[src/rtl/rom_arbiter_pkg.sv]
// Shared types and ROM geometry for the boot-ROM arbiter.
// The response register payload and the address range check live here.
package rom_arbiter_pkg;

    localparam int unsigned NPORTS   = 2;
    localparam int unsigned ROM_BITS = 12;
    localparam int unsigned ROM_AW   = ROM_BITS - 2;

    localparam logic [31:0] ROM_BASE_ADDR = 32'h0001_0000;
    localparam logic [31:0] ROM_END_ADDR  = ROM_BASE_ADDR + 32'(1 << ROM_BITS);

    typedef struct packed {
        logic        err;
        logic [31:0] data;
    } rom_rsp_t;

    // Word-aligned and inside [ROM_BASE_ADDR, ROM_END_ADDR), unsigned compare.
    function automatic logic addr_ok(input logic [31:0] addr);
        return (addr >= ROM_BASE_ADDR) && (addr < ROM_END_ADDR) && (addr[1:0] == 2'b00);
    endfunction

endpackage

[src/rtl/rom_arbiter_if.sv]
// Per-port request/response handshake bundle between the requesters and the arbiter.
interface rom_arbiter_if;
    import rom_arbiter_pkg::*;

    logic [NPORTS-1:0]        req_valid;
    logic [NPORTS-1:0][31:0]  req_addr;
    logic [NPORTS-1:0]        req_ready;
    logic [NPORTS-1:0]        rsp_valid;
    logic [NPORTS-1:0][31:0]  rsp_data;
    logic [NPORTS-1:0]        rsp_err;
    logic [NPORTS-1:0]        rsp_ready;

    modport master (
        output req_valid, req_addr, rsp_ready,
        input  req_ready, rsp_valid, rsp_data, rsp_err
    );

    modport slave (
        input  req_valid, req_addr, rsp_ready,
        output req_ready, rsp_valid, rsp_data, rsp_err
    );

endinterface

[src/rtl/rom_arbiter_rr_arb2.sv]
// Two-way round-robin picker; owns the most-recently-granted index.
module rr_arb2 (
    input  logic       clk,
    input  logic       rst,
    input  logic [1:0] eligible,
    output logic [1:0] grant
);

    logic last;

    // On a conflict the port that did not win last time gets the grant.
    always_comb begin
        grant = 2'b00;
        if (!rst) begin
            if (eligible == 2'b11) grant = last ? 2'b01 : 2'b10;
            else                   grant = eligible;
        end
    end

    always_ff @(posedge clk or posedge rst) begin
        if (rst)          last <= 1'b1;
        else if (|grant)  last <= grant[1];
    end

endmodule

[src/rtl/rom_arbiter.sv]
// Shares the combinational boot ROM between fetch (port 0) and load (port 1),
// one access per cycle, with a single-entry response register per port.
module rom_arbiter
    import rom_arbiter_pkg::*;
(
    input  logic              clk,
    input  logic              rst,
    rom_arbiter_if.slave      bus,
    output logic [ROM_AW-1:0] rom_addr,
    input  logic [31:0]       rom_data
);

    logic [NPORTS-1:0] eligible;
    logic [NPORTS-1:0] grant;
    logic [NPORTS-1:0] valid_q;
    rom_rsp_t          rsp_q [NPORTS];
    logic [31:0]       gnt_addr;
    logic              gnt_ok;
    rom_rsp_t          new_rsp;

    // A slot draining this cycle counts as free, giving 1/cycle per port.
    always_comb begin
        for (int p = 0; p < int'(NPORTS); p++) begin
            eligible[p] = bus.req_valid[p] & (~valid_q[p] | bus.rsp_ready[p]);
        end
    end

    rr_arb2 u_arb (
        .clk      (clk),
        .rst      (rst),
        .eligible (eligible),
        .grant    (grant)
    );

    // Failing accesses leave the ROM unaddressed but still use the cycle.
    always_comb begin
        gnt_addr     = bus.req_addr[grant[1]];
        gnt_ok       = addr_ok(gnt_addr);
        rom_addr     = '0;
        if ((|grant) && gnt_ok) rom_addr = gnt_addr[ROM_BITS-1:2];
        new_rsp.err  = ~gnt_ok;
        new_rsp.data = gnt_ok ? rom_data : 32'h0;
    end

    for (genvar p = 0; p < int'(NPORTS); p++) begin : g_rsp
        always_ff @(posedge clk or posedge rst) begin
            if (rst) begin
                valid_q[p] <= 1'b0;
                rsp_q[p]   <= '0;
            end else if (grant[p]) begin
                valid_q[p] <= 1'b1;
                rsp_q[p]   <= new_rsp;
            end else if (bus.rsp_ready[p]) begin
                valid_q[p] <= 1'b0;
            end
        end
    end

    always_comb begin
        bus.req_ready = grant;
        bus.rsp_valid = valid_q;
        for (int p = 0; p < int'(NPORTS); p++) begin
            bus.rsp_data[p] = rsp_q[p].data;
            bus.rsp_err[p]  = rsp_q[p].err;
        end
    end

endmodule

[src/flat_wrapper.sv]
// flat-port wrapper written by rule: the top's interface ports become plain ports
module rom_arbiter_flat import rom_arbiter_pkg::*;
  (clk, rst, rom_addr, rom_data, bus_req_valid, bus_req_addr, bus_rsp_ready, bus_req_ready, bus_rsp_valid, bus_rsp_data, bus_rsp_err);
  rom_arbiter_if bus_i ();
  input  logic clk;
  input  logic rst;
  output logic [ROM_AW-1:0] rom_addr;
  input  logic [31:0] rom_data;
  input wire logic [$bits(bus_i.req_valid)-1:0] bus_req_valid;
  input wire logic [$bits(bus_i.req_addr)-1:0] bus_req_addr;
  input wire logic [$bits(bus_i.rsp_ready)-1:0] bus_rsp_ready;
  output wire logic [$bits(bus_i.req_ready)-1:0] bus_req_ready;
  output wire logic [$bits(bus_i.rsp_valid)-1:0] bus_rsp_valid;
  output wire logic [$bits(bus_i.rsp_data)-1:0] bus_rsp_data;
  output wire logic [$bits(bus_i.rsp_err)-1:0] bus_rsp_err;
  assign bus_i.req_valid = bus_req_valid;
  assign bus_i.req_addr = bus_req_addr;
  assign bus_i.rsp_ready = bus_rsp_ready;
  assign bus_req_ready = bus_i.req_ready;
  assign bus_rsp_valid = bus_i.rsp_valid;
  assign bus_rsp_data = bus_i.rsp_data;
  assign bus_rsp_err = bus_i.rsp_err;
  rom_arbiter u_core (.clk(clk), .rst(rst), .bus(bus_i), .rom_addr(rom_addr), .rom_data(rom_data));
endmodule
[config.mk]
export PLATFORM = sky130hd
export DESIGN_NAME = rom_arbiter_flat
export DESIGN_NICKNAME = d
export VERILOG_FILES = /design/src/rtl/rom_arbiter_pkg.sv /design/src/rtl/rom_arbiter_if.sv /design/src/rtl/rom_arbiter_rr_arb2.sv /design/src/rtl/rom_arbiter.sv /design/src/flat_wrapper.sv
export SDC_FILE = /design/constraint.sdc
export NUM_CORES = 1
export LEC_CHECK = 0
export CAP_MARGIN = 20
export CORE_MARGIN = 3
export CORE_UTILIZATION = 39
export DETAILED_ROUTE_END_ITERATION = 10
export GPL_ROUTABILITY_DRIVEN = 0
export PLACE_DENSITY = 0.81
export SLEW_MARGIN = 40
export SYNTH_ARGS = -nofsm -noshare
export SYNTH_HDL_FRONTEND = slang
export SYNTH_HIERARCHICAL = 1
export SYNTH_SLANG_ARGS = --single-unit
[constraint.sdc]
create_clock -name clk -period 2.73 [get_ports clk]
set_input_delay 0.273 -clock clk [delete_from_list [all_inputs] [get_ports clk]]
set_output_delay 0.273 -clock clk [all_outputs]
set_load 0.03 [all_outputs]
==> run_results.csv, run 1 <==
group,metric,value,unit
placed_design,io_buffers,181,
clock_tree,path_clk_slew,80,ps
clock_tree,numCtsBuffers,9,
placed_design,placed_area,0.00548,mm2
synth,postSynthCellCount,278,
floorplan,fp-row-count,32,
placed_design,dp_hpwl,7.94,mm
global_route,grtUsageTotal,22.7,%
flow_run,drv_cap,0,
global_route,antenna_found_initial,0,
sta,min_period,2800,ps
layout,final_common_cell,"clkdlybuf4s50_1",
synth,yosysSeqAreaShare,52.6,%
route,route.detailed.drc,0,
worst_setup_path,crit_required,2460,ps
layout,diodes,0,
worst_setup_path,worst-path-max-fanout,5,
route,wirelength,10.9,mm
route,first_pass_iters,4,
synth,avgSynthCellArea,11.8,um2
floorplan,dieWidth,97.8,um
route,vias,3055,
route,ant_nets,0,
run_status,violations,"setup timing",
sta,skew,7.02,ps
worst_setup_path,crit_type,"reg -> out",
floorplan,die-area,0.00956,mm2
route,wl_per_cell,18.6,um
floorplan,die_h,97.8,um
synth,syn_nets,380,
layout,layout.nets,579,
synth,yosys_warnings,6,
floorplan,coreArea,0.00797,mm2
sta,slew_headroom,66.3,%
sta,min_period_over_period,103,%
placed_design,placed_cells,558,
global_route,gr-total-overflow,0,
route,initialDrtViolationCount,112,
power_and_ir_drop,p_per_area,396,mW/mm2
layout,drive_above_1_share,23.4,%
sta,worst_pin_slew,505,ps
synth,synth_seq_cells,69,
global_route,grt_pass1_vias,3222,
sta,setup_tns,-364,ps
synth,syn-cell-area,0.00329,mm2
power_and_ir_drop,finalPower,2.33,mW
clock_tree,clkLatencyLatePin,330,ps
clock_tree,clock-sinks,69,
clock_tree,root_buffer,"clkbuf_8",
clock_tree,cts_tree,"yes",
run_status,outcome,"complete, but fails checks",
clock_tree,holdBufCountCts,0,
layout,fin_cells,584,
sta,timing_hold_violations_final,0,
sta,final-setup-viol-count,10,
power_and_ir_drop,power_leakage,2.38,nW
worst_setup_path,critPathCaptureType,"output port",
sta,slew_viol_final,0,
route,vias_per_cell,5.23,
worst_setup_path,critPathLaunchType,"flip-flop",
sta,worst_slack,-72.5,ps
layout,final_cell_area,0.00588,mm2
clock_tree,cts_max_level,3,
synth,synth.distinct_cells,30,
clock_tree,clk_path_buf_depth,2,
layout,area_growth,78.9,%
global_route,grt_first_pass_wirelength,17.4,mm
power_and_ir_drop,vdd_drop_max,0.313,mV
sta,rsz0062_at_grt,"true",
sta,fmax,357,MHz
min_path,holdCritPathClass,"in -> async",
floorplan,start_util,41.2,%
worst_setup_path,arrival,2530,ps
floorplan,pin_count,182,
placed_design,dp_slack,-257,ps
global_route,grt_start_max_net_pins,69,
layout,final_cell_mix,"clkdlybuf4s50_1, dfrtp_1, inv_1",
-- metal layers --
layer  GRT usage [%]  wire length (um)
met1            28.1              4350
met2            39.3              5720
met3            5.93               597
met4            6.28               190
met5               0                 0
-- critical path: stages (launching register included) --
cell,delay (ps)
dfrtp_2,390
nand2b_4,50
and2_4,130
or2b_1,220
a21oi_4,50
or4_4,440
nor4_4,230
a32oi_4,170
clkbuf_16,200
nor3_4,170
buf_6,150
-- cell type report --
class	instances	area, um2
multi-input combinational	149	1500
fill	556	2090
timing repair buffer	212	2160
clock buffer	11	141
inverter	36	139
sequential	69	1730
clock inverter	5	82.6
tap	102	128
-- cell usage after synthesis, drive strengths merged --
cell / instances / area (um2)
or4b: 2 / 20.0
dfstp: 1 / 26.3
or2b: 1 / 7.51
clkbuf: 14 / 52.6
nor2: 3 / 11.3
or4: 3 / 26.3
mux2i: 11 / 110
nand2b: 3 / 18.8
inv: 35 / 131
nor4: 8 / 65.1
clkinv: 1 / 3.75
nand2: 33 / 124
nor3: 10 / 50.1
o21ai: 1 / 5.00
a32oi: 1 / 8.76
nor2b: 1 / 8.76
and4: 1 / 8.76
o32ai: 32 / 498
o22a: 1 / 8.76
a21oi: 1 / 5.00
a21boi: 1 / 7.51
a22oi: 1 / 12.5
buf: 10 / 75.1
dfrtp: 68 / 1700
a22o: 32 / 280
and2: 3 / 18.8
-- registers in the layout, indices dropped and copies added, names as in the netlist --
name / count
u_core/bus.rsp_data: 64
u_core/bus.rsp_err: 2
u_core/bus.rsp_valid: 2
u_core/u_arb/last: 1
-- per-stage QoR --
| step | hold slack [ps] | util [%] |
|---|---|---|
| detailed placement | 493 | 68.7 |
| CTS | 400 | 73.1 |
| finish | 442 | 73.8 |
| global route | 426 | 73.8 |
| floorplan | 163 | - |
| global placement | 484 | 68.7 |
-- logic make-up (layout without fill, tap and decap cells) --
family	after synthesis	count (layout)	synth area share, %
flip-flops	69	69	52.6
AO/OA/AOI/OAI	70	70	25.1
buffers and inverters	60	264	8.00
multiplexers	11	11	3.35
AND/OR/NAND/NOR	68	68	10.9
-- where the power goes --
group | leakage [nW] | switching (mW) | internal [mW]
logic | 1.32 | 0.163 | 0.201
clock network | 0.114 | 0.386 | 0.543
registers | 0.947 | 0.00713 | 1.03
total | 2.38 | 0.556 | 1.77
-- path summary, 6_finish.rpt --
check / startpoint / to / slack, ps / cells after the start
setup / recovery: u_core/bus.rsp_valid[1] / rom_addr[3] / -70 / 10
hold / removal: rst / u_core/u_arb/last / 440 / 3
setup reg to reg: u_core/bus.rsp_valid[1] / u_core/bus.rsp_data[16] / 140 / 12
hold reg to reg: u_core/bus.rsp_err[1] / u_core/bus.rsp_err[1] / 510 / 2
max in group asynchronous: rst / u_core/bus.rsp_data[10] / 1640 / 4
min in group clk: u_core/bus.rsp_err[1] / u_core/bus.rsp_err[1] / 510 / 2
-- repair_timing --
item / in CTS / in global routing
setup buffers: 5 / 7
resized for setup: 18 / 4
gates cloned: 1 / 0
pin swaps: 12 / 2
setup endpoints to repair: 10 / 10
No activity file was read; power rests on OpenSTA's default activity.
==> inputs of run 2 (changes only) <==
--- a/config.mk
+++ b/config.mk
@@ -7,10 +7,9 @@
 export LEC_CHECK = 0
 export CAP_MARGIN = 20
 export CORE_MARGIN = 3
-export CORE_UTILIZATION = 39
+export CORE_UTILIZATION = 30
 export DETAILED_ROUTE_END_ITERATION = 10
 export GPL_ROUTABILITY_DRIVEN = 0
-export PLACE_DENSITY = 0.81
 export SLEW_MARGIN = 40
 export SYNTH_ARGS = -nofsm -noshare
 export SYNTH_HDL_FRONTEND = slang
==> run 2 against run 1 <==
  * The run still ends with setup timing left
  * Clock-buffer cell count unchanged
  * Routed wire length is 0.64% lower
  * Non-clock buffer count is 5 lower
  * Design area decreased by 0.23%
  * Clock power rose by 2%
  * Cell count rose by 5.1%
  * Register-to-register slack improved by 20 ps
  * First-iteration DRC count decreased by 2.7%
  * Clock skew is 6.7 ps higher
  * Combinational power is 4% lower
  * Largest cell class unchanged
  * Highest routed layer unchanged
==> run_results.csv, run 2 (synthesis results as in run 1) <==
group,metric,value,unit
layout,fillers,935,
clock_tree,numCtsBuffers,9,
placed_design,io_buffers,181,
floorplan,pin_count,182,
layout,layout.nets,575,
worst_setup_path,crit_path_max_incr_delay,430,ps
sta,setup_tns,-449,ps
global_route,grt_first_pass_wirelength,17.8,mm
clock_tree,path_clk_slew,80,ps
placed_design,dp_slack,-276,ps
floorplan,dieWidth,111,um
worst_setup_path,cpMaxStageDelayCell,"or4_4",
worst_setup_path,arrival,2520,ps
layout,area_growth,78.5,%
sta,slew_viol_final,0,
sta,min_period_over_period,102,%
worst_setup_path,crit_required,2460,ps
route,wl_per_cell,17.6,um
sta,timing_hold_violations_final,0,
route,first_pass_iters,4,
route,wirelength,10.8,mm
sta,fmax,358,MHz
sta,worst_slack,-59.8,ps
floorplan,start_util,31.3,%
layout,utilization,55.8,%
layout,final_common_cell,"clkdlybuf4s50_1",
worst_setup_path,crit_type,"reg -> out",
worst_setup_path,path_cells,"nand2b_4, and2_4, or2b_1, a21oi_4, or4_4, nor4_4, a32oi_4, clkbuf_16, nor3_4, buf_6",
clock_tree,root_buffer,"clkbuf_8",
global_route,antenna_found_initial,0,
worst_setup_path,cp_top_family,"simple AND/OR/NAND/NOR gates",
run_status,outcome,"complete, but fails checks",
floorplan,coreArea,0.0105,mm2
flow_run,drv_cap,0,
clock_tree,clk_path_buf_depth,2,
run_status,violations,"setup timing",
sta,final-setup-viol-count,10,
clock_tree,clkLatencyLatePin,340,ps
global_route,grtUsageTotal,18.0,%
clock_tree,cts_max_level,3,
floorplan,fp-row-count,37,
clock_tree,cts_tree,"yes",
clock_tree,holdBufCountCts,0,
worst_setup_path,critPathLaunchType,"flip-flop",
sta,worst_pin_slew,630,ps
placed_design,dp_hpwl,8.03,mm
layout,diodes,0,
layout,multi_input_area,0.00149,mm2
global_route,gr-total-overflow,0,
route,route.detailed.drc,0,
power_and_ir_drop,vdd_drop_max,0.309,mV
clock_tree,clock-sinks,69,
route,initialDrtViolationCount,109,
floorplan,die-area,0.0122,mm2
sta,skew,13.7,ps
route,ant_nets,0,
layout,seq_area,0.00173,mm2
layout,largest_register_ffs,64,
floorplan,die_h,111,um
worst_setup_path,critPathBufInv,2,
power_and_ir_drop,p_per_area,397,mW/mm2
route,vias_per_cell,4.84,
layout,drive_above_1_share,22.4,%
route,vias,2971,
sta,rsz0062_at_grt,"true",
global_route,grt_pass1_vias,3307,
global_route,grt_start_max_net_pins,61,
worst_setup_path,worst-path-max-fanout,5,
worst_setup_path,critPathCaptureType,"output port",
worst_setup_path,ff2ff_setup_slack,160,ps
power_and_ir_drop,power_leakage,2.35,nW
sta,slew_headroom,57.9,%
sta,min_period,2790,ps
layout,final_cell_mix,"clkdlybuf4s50_1, dfrtp_1, inv_1",
min_path,holdCritPathClass,"in -> async",
[run 2: cell count changes in the layout (fill, tap and decap cells not counted), moves of 2 or more]
cell    change
buf_4       -4
buf_6       -2
nor4_4      -2
nor4_2      +2
[run 2: power by group]
group / switching (mW) / internal [mW]
clock network: 0.401 / 0.541
registers: 0.00668 / 1.03
logic: 0.156 / 0.194
total: 0.564 / 1.77
[run 2: per-layer routing]
metal	global-route usage [%]	share of wire [%]
met1	22.7	43
met2	29.6	49
met3	5.24	5.8
met4	5.91	2.3
met5	0	0
[run 2: final timing paths]
check                      cells after the start                    start                 endpoint
setup / recovery                              10  u_core/bus.rsp_valid[1]              rom_addr[7]
setup reg to reg                              12  u_core/bus.rsp_valid[1]  u_core/bus.rsp_data[29]
hold / removal                                 3                      rst        u_core/u_arb/last
max in group asynchronous                      4                      rst  u_core/bus.rsp_valid[1]
hold reg to reg                                1    u_core/bus.rsp_err[0]    u_core/bus.rsp_err[0]
min in group clk                               5         bus_rsp_ready[1]  u_core/bus.rsp_valid[1]
[run 2: metrics by stage]
stage	instances	power, mW	hold slack (ps)	instance area [um2]
floorplan	278	1.19	163	3430
global placement	592	1.40	481	5520
detailed placement	592	1.40	491	5520
CTS	613	2.37	395	5860
global route	614	2.43	396	5870
finish	614	2.33	416	5870
[run 2: worst min-delay path, stage by stage]
cell and delay (ps):
clkdlybuf4s50_1 440, buf_4 160, inv_1 50
[run 2: cell type report]
type	count	share of cell area (%)
Multi-Input combinational cell	150	25.3
Clock inverter	5	1.43
Inverter	36	2.30
Tap cell	136	2.90
Sequential cell	69	29.5
Timing Repair Buffer	207	36.2
Clock buffer	11	2.41
[run 2: what timing repair did]
action	in CTS	in global routing
resized for setup	16	1
buffers inserted	3	1
endpoints found under the setup margin	10	10
cloned	2	0
pin swaps	5	0
